$ cat config.mk
export PLATFORM = sky130hd
export DESIGN_NAME = iob_axis_s_axi_m_write_burst
export DESIGN_NICKNAME = d
export VERILOG_FILES = /design/src/rtl/iob_axis_s_axi_m_write_burst.sv
export SDC_FILE = /design/constraint.sdc
export NUM_CORES = 1
export LEC_CHECK = 0
export ABC_CLOCK_PERIOD_IN_PS = 3400
export BUFFER_PORTS_ARGS = -buffer_cell sky130_fd_sc_hd__clkbuf_2
export CORE_MARGIN = 5
export CORE_UTILIZATION = 49
export DETAILED_ROUTE_END_ITERATION = 8
export PLACE_DENSITY_LB_ADDON = 0.12
export SYNTH_ARGS = -nofsm -noshare
export SYNTH_HDL_FRONTEND = slang
export SYNTH_SLANG_ARGS = --single-unit
$ cat constraint.sdc
create_clock -name clk_i -period 3.4 [get_ports clk_i]
set_input_delay 0.68 -clock clk_i [delete_from_list [all_inputs] [get_ports clk_i]]
set_output_delay 0.68 -clock clk_i [all_outputs]
set_load 0.01 [all_outputs]
$ cat src/rtl/iob_axis_s_axi_m_write_burst.sv
// rtl/iob_axis_s_axi_m_write_burst.sv - AXI-Stream slave to AXI4 burst write master
//
// Moves w_length_i stream beats to memory starting at w_addr_i. The transfer is split into
// INCR bursts of at most BURST_MAX beats, and no burst crosses a 4 KB page. Only one burst
// is outstanding at a time.
//
// Optional feature macro: IOB_AXIS_S_AXI_M_WRITE_BURST_BRESP_CHECK_EN
//   defined   : a SLVERR/DECERR response sets w_error_o and ends the transfer early.
//   undefined : bresp/bid are ignored, w_error_o is tied 0, and every burst is issued.
//
// Ports
//   clk_i, cke_i, arst_n_i               clock, clock enable (all state holds when 0), async active-low reset
//   w_addr_i, w_length_i                 start byte address (aligned down to a beat), length in beats
//   w_start_transfer_i                   start pulse, sampled only in IDLE
//   w_busy_o, w_done_o, w_error_o        status: busy, one-cycle end pulse, sticky error
//   axis_in_data_i/valid_i, axis_in_ready_o   input stream
//   axi_aw*_o, axi_awready_i             AXI write-address channel
//   axi_w*_o, axi_wready_i               AXI write-data channel
//   axi_bresp_i, axi_bvalid_i, axi_bid_i, axi_bready_o   AXI write-response channel
module iob_axis_s_axi_m_write_burst #(
    parameter int AXI_ADDR_W = 32,
    parameter int AXI_DATA_W = 32,
    parameter int AXI_LEN_W  = 8,
    parameter int AXI_ID_W   = 1,
    parameter int LEN_W      = 16,
    parameter int BURST_MAX  = 16
) (
    input  logic                    clk_i,
    input  logic                    cke_i,
    input  logic                    arst_n_i,
    input  logic [AXI_ADDR_W-1:0]   w_addr_i,
    input  logic [LEN_W-1:0]        w_length_i,
    input  logic                    w_start_transfer_i,
    output logic                    w_busy_o,
    output logic                    w_done_o,
    output logic                    w_error_o,
    input  logic [AXI_DATA_W-1:0]   axis_in_data_i,
    input  logic                    axis_in_valid_i,
    output logic                    axis_in_ready_o,
    output logic [AXI_ADDR_W-1:0]   axi_awaddr_o,
    output logic                    axi_awvalid_o,
    input  logic                    axi_awready_i,
    output logic [AXI_LEN_W-1:0]    axi_awlen_o,
    output logic [2:0]              axi_awsize_o,
    output logic [1:0]              axi_awburst_o,
    output logic                    axi_awlock_o,
    output logic [3:0]              axi_awcache_o,
    output logic [3:0]              axi_awqos_o,
    output logic [AXI_ID_W-1:0]     axi_awid_o,
    output logic [AXI_DATA_W-1:0]   axi_wdata_o,
    output logic [AXI_DATA_W/8-1:0] axi_wstrb_o,
    output logic                    axi_wvalid_o,
    input  logic                    axi_wready_i,
    output logic                    axi_wlast_o,
    input  logic [1:0]              axi_bresp_i,
    input  logic                    axi_bvalid_i,
    input  logic [AXI_ID_W-1:0]     axi_bid_i,
    output logic                    axi_bready_o
);

    localparam int NB     = AXI_DATA_W / 8;
    localparam int NB_LOG = $clog2(NB);
    // Wide enough for the remaining count and for beats-to-page (up to 4096).
    localparam int CW     = (LEN_W > 14) ? LEN_W : 14;
    localparam logic [AXI_ADDR_W-1:0] ALIGN_MASK = ~AXI_ADDR_W'(NB - 1);

    typedef enum logic [1:0] {IDLE, CALC, BURST, RESP} state_t;

    state_t                  state, state_nxt;
    logic [AXI_ADDR_W-1:0]   addr;
    logic [LEN_W-1:0]        remaining;
    logic [CW-1:0]           burst;
    logic [AXI_LEN_W-1:0]    beat_cnt;
    logic                    aw_done;
    logic                    w_last_done;
    logic [AXI_ADDR_W-1:0]   awaddr_r;
    logic [AXI_LEN_W-1:0]    awlen_r;
    logic                    awvalid_r;
    logic [2:0]              awsize_r;
    logic [1:0]              awburst_r;
    logic [3:0]              awcache_r;
    logic                    done_r;

    logic                    start_ok;
    logic                    aw_hs, w_hs, w_last_hs, b_hs;
    logic                    last_burst;
    logic                    b_err;
    logic [12:0]             page_bytes;
    logic [CW-1:0]           beats_to_page;
    logic [CW-1:0]           burst_calc;
    logic                    in_burst;

    // bid is never checked; bresp only matters with the response check enabled.
    logic                    unused_b;
    assign unused_b = ^{axi_bid_i, axi_bresp_i};

    assign start_ok   = w_start_transfer_i & (w_length_i != '0);
    assign aw_hs      = axi_awvalid_o & axi_awready_i;
    assign w_hs       = axi_wvalid_o & axi_wready_i;
    assign w_last_hs  = w_hs & axi_wlast_o;
    assign b_hs       = axi_bvalid_i & axi_bready_o;
    // burst never exceeds remaining, so the truncating cast is lossless.
    assign last_burst = (remaining == LEN_W'(burst));

`ifdef IOB_AXIS_S_AXI_M_WRITE_BURST_BRESP_CHECK_EN
    logic error_r;
    assign b_err     = axi_bresp_i[1];
    assign w_error_o = error_r;
`else
    assign b_err     = 1'b0;
    assign w_error_o = 1'b0;
`endif

    // Burst length: smallest of remaining beats, BURST_MAX and beats left in the 4 KB page.
    always_comb begin
        page_bytes    = 13'h1000 - {1'b0, addr[11:0]};
        beats_to_page = CW'(page_bytes >> NB_LOG);
        burst_calc    = CW'(remaining);
        if (CW'(BURST_MAX) < burst_calc) burst_calc = CW'(BURST_MAX);
        if (beats_to_page < burst_calc)  burst_calc = beats_to_page;
    end

    // State register
    always_ff @(posedge clk_i or negedge arst_n_i) begin
        if (!arst_n_i)  state <= IDLE;
        else if (cke_i) state <= state_nxt;
    end

    // Next-state logic
    always_comb begin
        state_nxt = state;
        case (state)
            IDLE:  if (start_ok) state_nxt = CALC;
            CALC:  state_nxt = BURST;
            // AW and the last W beat may complete in either order or together.
            BURST: if ((aw_done | aw_hs) & (w_last_done | w_last_hs)) state_nxt = RESP;
            RESP:  if (b_hs) state_nxt = (last_burst | b_err) ? IDLE : CALC;
            default: state_nxt = IDLE;
        endcase
    end

    // Output logic: the W channel is a straight pass-through of the stream while a burst
    // still needs beats; once the last beat is taken the stream is stalled.
    always_comb begin
        in_burst        = (state == BURST) & cke_i & ~w_last_done;
        w_busy_o        = (state != IDLE);
        axi_wvalid_o    = in_burst & axis_in_valid_i;
        axis_in_ready_o = in_burst & axi_wready_i;
        axi_wdata_o     = in_burst ? axis_in_data_i : '0;
        axi_wstrb_o     = in_burst ? '1 : '0;
        axi_wlast_o     = in_burst & (beat_cnt == awlen_r);
        axi_bready_o    = (state == RESP) & cke_i;
        axi_awvalid_o   = awvalid_r & cke_i;
    end

    assign axi_awaddr_o  = awaddr_r;
    assign axi_awlen_o   = awlen_r;
    assign axi_awsize_o  = awsize_r;
    assign axi_awburst_o = awburst_r;
    assign axi_awcache_o = awcache_r;
    assign axi_awlock_o  = 1'b0;
    assign axi_awqos_o   = 4'd0;
    assign axi_awid_o    = '0;
    assign w_done_o      = done_r;

    // Datapath
    always_ff @(posedge clk_i or negedge arst_n_i) begin
        if (!arst_n_i) begin
            addr        <= '0;
            remaining   <= '0;
            burst       <= '0;
            beat_cnt    <= '0;
            aw_done     <= 1'b0;
            w_last_done <= 1'b0;
            awaddr_r    <= '0;
            awlen_r     <= '0;
            awvalid_r   <= 1'b0;
            awsize_r    <= 3'd0;
            awburst_r   <= 2'd0;
            awcache_r   <= 4'd0;
            done_r      <= 1'b0;
`ifdef IOB_AXIS_S_AXI_M_WRITE_BURST_BRESP_CHECK_EN
            error_r     <= 1'b0;
`endif
        end else if (cke_i) begin
            done_r <= 1'b0;
            case (state)
                IDLE: if (start_ok) begin
                    addr      <= w_addr_i & ALIGN_MASK;
                    remaining <= w_length_i;
`ifdef IOB_AXIS_S_AXI_M_WRITE_BURST_BRESP_CHECK_EN
                    error_r   <= 1'b0;
`endif
                end
                CALC: begin
                    burst       <= burst_calc;
                    awaddr_r    <= addr;
                    awlen_r     <= AXI_LEN_W'(burst_calc - CW'(1));
                    awvalid_r   <= 1'b1;
                    awsize_r    <= 3'(NB_LOG);
                    awburst_r   <= 2'b01;
                    awcache_r   <= 4'b0010;
                    aw_done     <= 1'b0;
                    w_last_done <= 1'b0;
                    beat_cnt    <= '0;
                end
                BURST: begin
                    if (aw_hs) begin
                        awvalid_r <= 1'b0;
                        aw_done   <= 1'b1;
                    end
                    if (w_hs) begin
                        beat_cnt <= beat_cnt + 1'b1;
                        if (axi_wlast_o) w_last_done <= 1'b1;
                    end
                end
                RESP: if (b_hs) begin
                    beat_cnt  <= '0;
                    addr      <= addr + (AXI_ADDR_W'(burst) << NB_LOG);
                    remaining <= remaining - LEN_W'(burst);
                    if (last_burst | b_err) done_r <= 1'b1;
`ifdef IOB_AXIS_S_AXI_M_WRITE_BURST_BRESP_CHECK_EN
                    if (b_err) error_r <= 1'b1;
`endif
                end
                default: ;
            endcase
        end
    end

endmodule

# Word level (Yosys, flattened, before mapping)
# Index checks and enable logic that the tools add are counted.
[totals] ff_bits=119 latchBits=0 ramBits=0 rom_bits=0 elab_cells=86 memories=0
[op_classes] addsub=5 multipliers=0 n_div=0 order_cmp=2 n_eq_ne=11 shifts=0 mux=28 n_bitwise=16 reduce_logical=12
[ops] cell="$mux W32" n=3
[ops] cell="$mux W16" n=4
[ops] cell="$pmux W32 S2" n=1
[ops] cell="$add A32 B18 Y32" n=1
[ops] cell="$pmux W16 S2" n=1
[ops] cell="$pmux W8 S3" n=1
[ops] cell="$eq A16 B16 Y1" n=1
[ops] cell="$lt A11 B16 Y1" n=1
[ops] cell="$lt A5 B16 Y1 const A" n=1
[ops] cell="$mux W8" n=2
[ops] cell="$reduce_and A4 Y1" n=4
[ops] cell="$reduce_bool A16 Y1" n=1
[ops] cell="$sub A16 B16 Y16" n=1
[ops] cell="$and A1 B1 Y1" n=13
[ops] cell="$sub A13 B12 Y13 const A" n=1
[ops] cell="$ne A2 B2 Y1 const B" n=6
[ops] cell="$add A8 B1 Y8 const B" n=1
[ops] cell="$eq A8 B8 Y1" n=1
[ops] cell="$mux W1" n=8
[ops] cell="$pmux W2 S4" n=1
[ops] cell="$sub A8 B1 Y8 const B" n=1
[ops] cell="$mux W2" n=3
[ops] cell="$pmux W1 S2" n=3
[ops] cell="$reduce_bool A2 Y1" n=3
[ops] cell="other kinds (9)" n=11

# Logic depth before layout (Yosys ltp)
[depth] ltp_word=10 depth_mapped=18

# Worst setup path before layout
# OpenSTA, ideal clock, no wires.
[synth_timing] path_type="register to register" from="register addr[4]" to="register awlen_r[6] (netlist: axi_awlen_o[6])" setup_time_ns=0.132 t_arrival_ns=3.311 t_required_ns=3.268 slack_ns=-0.042 stages_incl_launch_ff=17 n_path_buf=2 path_cell_list="dfrtp_1 clkbuf_1 nor4_1 nand2_1 nor2_1 xnor2_1 ha_1 a2111oi_0 a31o_2 buf_4 nor3_1 a21oi_1 ha_1 nand3_1 mux2i_1 mux2i_1 nand4_1"
[synth_between] elab_chain_len=4
[synth_rtl] item="start: declaration" line_no="70" rtl="logic [AXI_ADDR_W-1:0] addr;"
[synth_rtl] item="start signal: assignment" line_no="189" rtl="addr <= w_addr_i & ALIGN_MASK;"
[synth_rtl] item="start signal: assignment" line_no="219" rtl="addr <= addr + (AXI_ADDR_W'(burst) << NB_LOG);"
[synth_rtl] item="$sub A13 B12 Y13 *" line_no="116" rtl="page_bytes = 13'h1000 - {1'b0, addr[11:0]};"
[synth_rtl] item="$lt A11 B16 Y1" line_no="120" rtl="if (beats_to_page < burst_calc) burst_calc = beats_to_page;"
[synth_rtl] item="$mux W16 *" line_no="120"
[synth_rtl] item="$sub A8 B1 Y8 *" line_no="198" rtl="awlen_r <= AXI_LEN_W'(burst_calc - CW'(1));"
[synth_rtl] item="end signal: assignment" line_no="198"
[synth_rtl] item="end: declaration" line_no="77" rtl="logic [AXI_LEN_W-1:0] awlen_r;"
# Mark *: on every way between the ends. The rest lies on a longest branch, timed or not.
# A chain may end at the register's enable or synchronous reset.

# Worst setup path in the final report
[layout_timing] from="register remaining[9]" to="register awlen_r[4] (netlist: axi_awlen_o[4])"
[layout_between] elab_chain_len=5
[layout_rtl] item="start: declaration" line_no="71" rtl="logic [LEN_W-1:0] remaining;"
[layout_rtl] item="start signal: assignment" line_no="190" rtl="remaining <= w_length_i;"
[layout_rtl] item="start signal: assignment" line_no="220" rtl="remaining <= remaining - LEN_W'(burst);"
[layout_rtl] item="$lt A5 B16 Y1" line_no="119" rtl="if (CW'(BURST_MAX) < burst_calc) burst_calc = CW'(BURST_MAX);"
[layout_rtl] item="$mux W16 *" line_no="119"
[layout_rtl] item="$lt A11 B16 Y1" line_no="120"
[layout_rtl] item="$mux W16 *" line_no="120"
[layout_rtl] item="$sub A8 B1 Y8 *" line_no="198"
# Marked as above.

==> impl_metrics.csv <==
group,metric,value,unit
floorplan,start_util,0.494,
setup_path,end_kind,"flip-flop",
floorplan,core_area,15700,um2
floorplan,fp-row-count,46,
synth,avgSynthCellArea,8.35,um2
setup_path,critical_path_arrival,3.60,ns
final_layout,final_layout_size_suffix_gt1_frac,0.250,
global_routing,grt_max_degree,54,
synth,synth-edff-count,0,
drt,drc,0,
synth,synth_flop_cell,"dfrtp_1",
global_routing,grt_pass1_vias,6974,
clock_network,clock_sinks,115,
setup_path,cp.required,3.70,ns
timing,min_period,3.30,ns
synth,synth_seq_area_share,0.372,
floorplan,ios,190,
setup_path,ff2ff_path_depth,16,
timing,timing.final.max_slew_violations,0,
drt,via_per_inst,5.32,
global_routing,grt_first_pass_wirelength,35.4,mm
setup_path,crit_slowest_cell,"dfrtp_1",
final_layout,nets,1257,
final_layout,diodes,0,
timing,report.final.setup_viol,0,
synth,syn_area,7730,um2
clock_network,htreeDepth,4,
placement,io_buffers,169,
synth,ys_ff_latch,115,
timing,final-hold-violation-count,0,
power,peakVddDrop,0.000436,V
synth,synthDistinctLibCells,68,
setup_path,crit_path_cell_trace,"nor4_2 -> and3_4 -> buf_4 -> nand2_1 -> ha_4 -> o21ai_0 -> a31oi_1 -> o21ai_1 -> a31o_2 -> nor2_1 -> a21oi_4 -> ha_4 -> nand3_1 -> mux2i_2 -> a311o_1 -> o22a_1",
synth,syn_inst,925,
timing,worstMarginPinSlew,0.821,ns
power,power.static_leakage,0.00482,uW
drt,wire_per_inst,16.2,um
clock_network,cts_root_buf,"clkbuf_16",
setup_path,crit_path_frequent_cell,"ha_4",
worst_hold_path,hold_class,"input port to async pin",
global_routing,grtUsageTotal,0.242,
timing,holdWs,0.306,ns
timing,maxSlewHeadroom,0.453,
synth,yosysWarnings,0,
clock_network,clk_pin_slew,0.06,ns
setup_path,startpoint_type,"flip-flop",
final_layout,area.growth.synth_to_final,25.9,%
synth,async_reset_ff_frac,1.00,
setup_path,worstPathMaxFanout,5,
flow_run,maxCapViolCount,0,
global_routing,grt_overflow,0,
timing,fmax,0.303,GHz
timing,fin_skew,0.00859,ns
floorplan,die_y,136,um
setup_path,critPathMaxStageDelay,0.39,ns
drt,drt_iter0_drc,353,
drt,routed_wl,21.8,mm
drt,final_antenna_net_count,0,
setup_path,path_class,"flip-flop to flip-flop",
clock_network,cts_tree,"built",
floorplan,fp.dieW,136,um
placement,dp_hpwl,16.1,mm
clock_network,clkLatencyLatePin,0.42,ns
power,power_density,1040,nW/um2
outcome,status,"completed",
timing,fin_crit_sh,0.969,
clock_network,clockBufferDepth,2,
placement,place_congestion,0.853,
drt,via_count,7160,
drt,dr.pass1.iters,5,
floorplan,dieArea,18400,um2
global_routing,antenna_found_initial,0,
clock_network,cts_made_buffers,17,
power,power,10100,uW
stage by stage:
step           std cells   util  instance area [um2]  setup WS, ns  setup TNS (ns)
6_report            1345  0.621                 9720         0.104               0
5_1_grt             1345  0.621                 9720       -0.0635          -0.107
4_1_cts             1342  0.613                 9600      0.000805               0
3_5_place_dp        1310  0.573                 8960       -0.0144         -0.0144
3_3_place_gp        1310  0.573                 8960        0.0303               0
2_1_floorplan        944      -                 7810       0.00443               0
synth_stat cells (3+ instances only):
| cell | count | area [um2] |
|---|---|---|
| mux2i_1 | 24 | 240 |
| o211ai_1 | 3 | 22.5 |
| and2_1 | 43 | 269 |
| ha_1 | 48 | 601 |
| a21o_1 | 16 | 120 |
| buf_4 | 22 | 165 |
| o22ai_1 | 15 | 93.8 |
| or2_2 | 3 | 18.8 |
| xor2_1 | 17 | 149 |
| nor2b_1 | 4 | 25.0 |
| xnor2_1 | 27 | 236 |
| inv_1 | 34 | 128 |
| nand3_1 | 17 | 85.1 |
| buf_1 | 6 | 22.5 |
| nand4_1 | 16 | 100 |
| or3_1 | 3 | 18.8 |
| a311o_1 | 3 | 30.0 |
| and3_1 | 11 | 68.8 |
| a31oi_1 | 11 | 68.8 |
| a211oi_1 | 5 | 37.5 |
| a21oi_1 | 69 | 345 |
| nand2b_1 | 6 | 37.5 |
| a31o_1 | 3 | 26.3 |
| o21ai_1 | 4 | 20.0 |
| clkbuf_1 | 31 | 116 |
| buf_2 | 5 | 25.0 |
| o21ai_0 | 65 | 325 |
| nand2_1 | 171 | 642 |
| o21a_1 | 6 | 45.0 |
| nor4_1 | 10 | 62.6 |
| nor2_1 | 47 | 176 |
| dfrtp_1 | 115 | 2880 |
| nor3_1 | 19 | 95.1 |
| o31ai_1 | 4 | 30.0 |
cell usage in the layout, fill, tap and decap left out, types with 21 or more instances in the layout:
master	netlist	final
nand2_1	171	169
clkbuf_2	0	168
dfrtp_1	115	115
a21oi_1	69	67
o21ai_0	65	65
buf_4	22	48
nor2_1	47	46
ha_1	48	44
and2_1	43	42
inv_1	34	34
xnor2_1	27	26
mux2i_1	24	23
conb_1	2	21
power breakdown:
part | switching, uW | internal (uW)
clock network | 673 | 1260
logic | 3160 | 2500
registers | 534 | 1960
worst max-delay path: cells and delay by family, from the launching register on:
kind / cells / cell delay, ns
compound gates: 7 / 1.16
buf+inv: 1 / 0.12
fa+ha+maj: 2 / 0.45
mux: 1 / 0.09
flops: 1 / 0.39
simple gates: 5 / 0.95
state kept, by name, summed over array words and instances (netlist names):
name / flops
w_last_done: 1
remaining: 16
burst: 16
axi_awaddr_o: 30
addr: 30
axi_awlen_o: 8
w_done_o: 1
state: 2
awvalid_r: 1
beat_cnt: 8
axi_awcache_o: 1
aw_done: 1
kinds of logic (layout without fill, tap and decap cells):
kind of cell             count (synthesis)  count (layout)  share of synthesized area
XOR/XNOR                                44              44                     0.0499
AO/OA/AOI/OAI                          223             223                      0.173
AND/OR/NAND/NOR                        366             366                      0.226
buffers and inverters                   99             284                     0.0606
multiplexers                            26              26                     0.0340
flip-flops                             115             115                      0.372
adder cells (fa/ha/maj)                 50              50                     0.0829
other                                    2              21                   0.000972
per-layer routing:
| layer | vias up | GRT usage | share of wire |
|---|---|---|---|
| met5 | - | 0 | 0 |
| met4 | 0 | 0.0812 | 0.020 |
| met3 | 31 | 0.0513 | 0.046 |
| met2 | 159 | 0.384 | 0.47 |
| met1 | 3393 | 0.331 | 0.46 |
| li1 | 3577 | - | - |
final timing paths:
path / from / end / slack (ns)
min: arst_n_i / axi_awaddr_o[14] / 0.31
max in group asynchronous: arst_n_i / axi_awlen_o[7] / 2.34
max: remaining[9] / axi_awlen_o[4] / 0.10
max reg2reg: remaining[9] / axi_awlen_o[4] / 0.10
min in group clk_i: axi_awaddr_o[6] / axi_awaddr_o[6] / 0.47
min reg2reg: axi_awaddr_o[6] / axi_awaddr_o[6] / 0.47
final cells by class:
type	instances	area (um2)
timing repair buffer	218	1240
clock buffer	19	453
clock inverter	13	181
tap	216	270
fill	1479	5930
multi-input combinational	730	4570
sequential	115	2880
inverter	34	128
repair_timing:
| item | 4_1_cts | 5_1_grt |
|---|---|---|
| resized for setup | 2 | 16 |
| setup endpoints to repair | 1 | 4 |
| setup buffers | 0 | 3 |
| pin swaps | 0 | 9 |
| gates cloned | 0 | 0 |
| hold buffers | 0 | 0 |
Note: power is estimated with default switching activity, not from simulation.
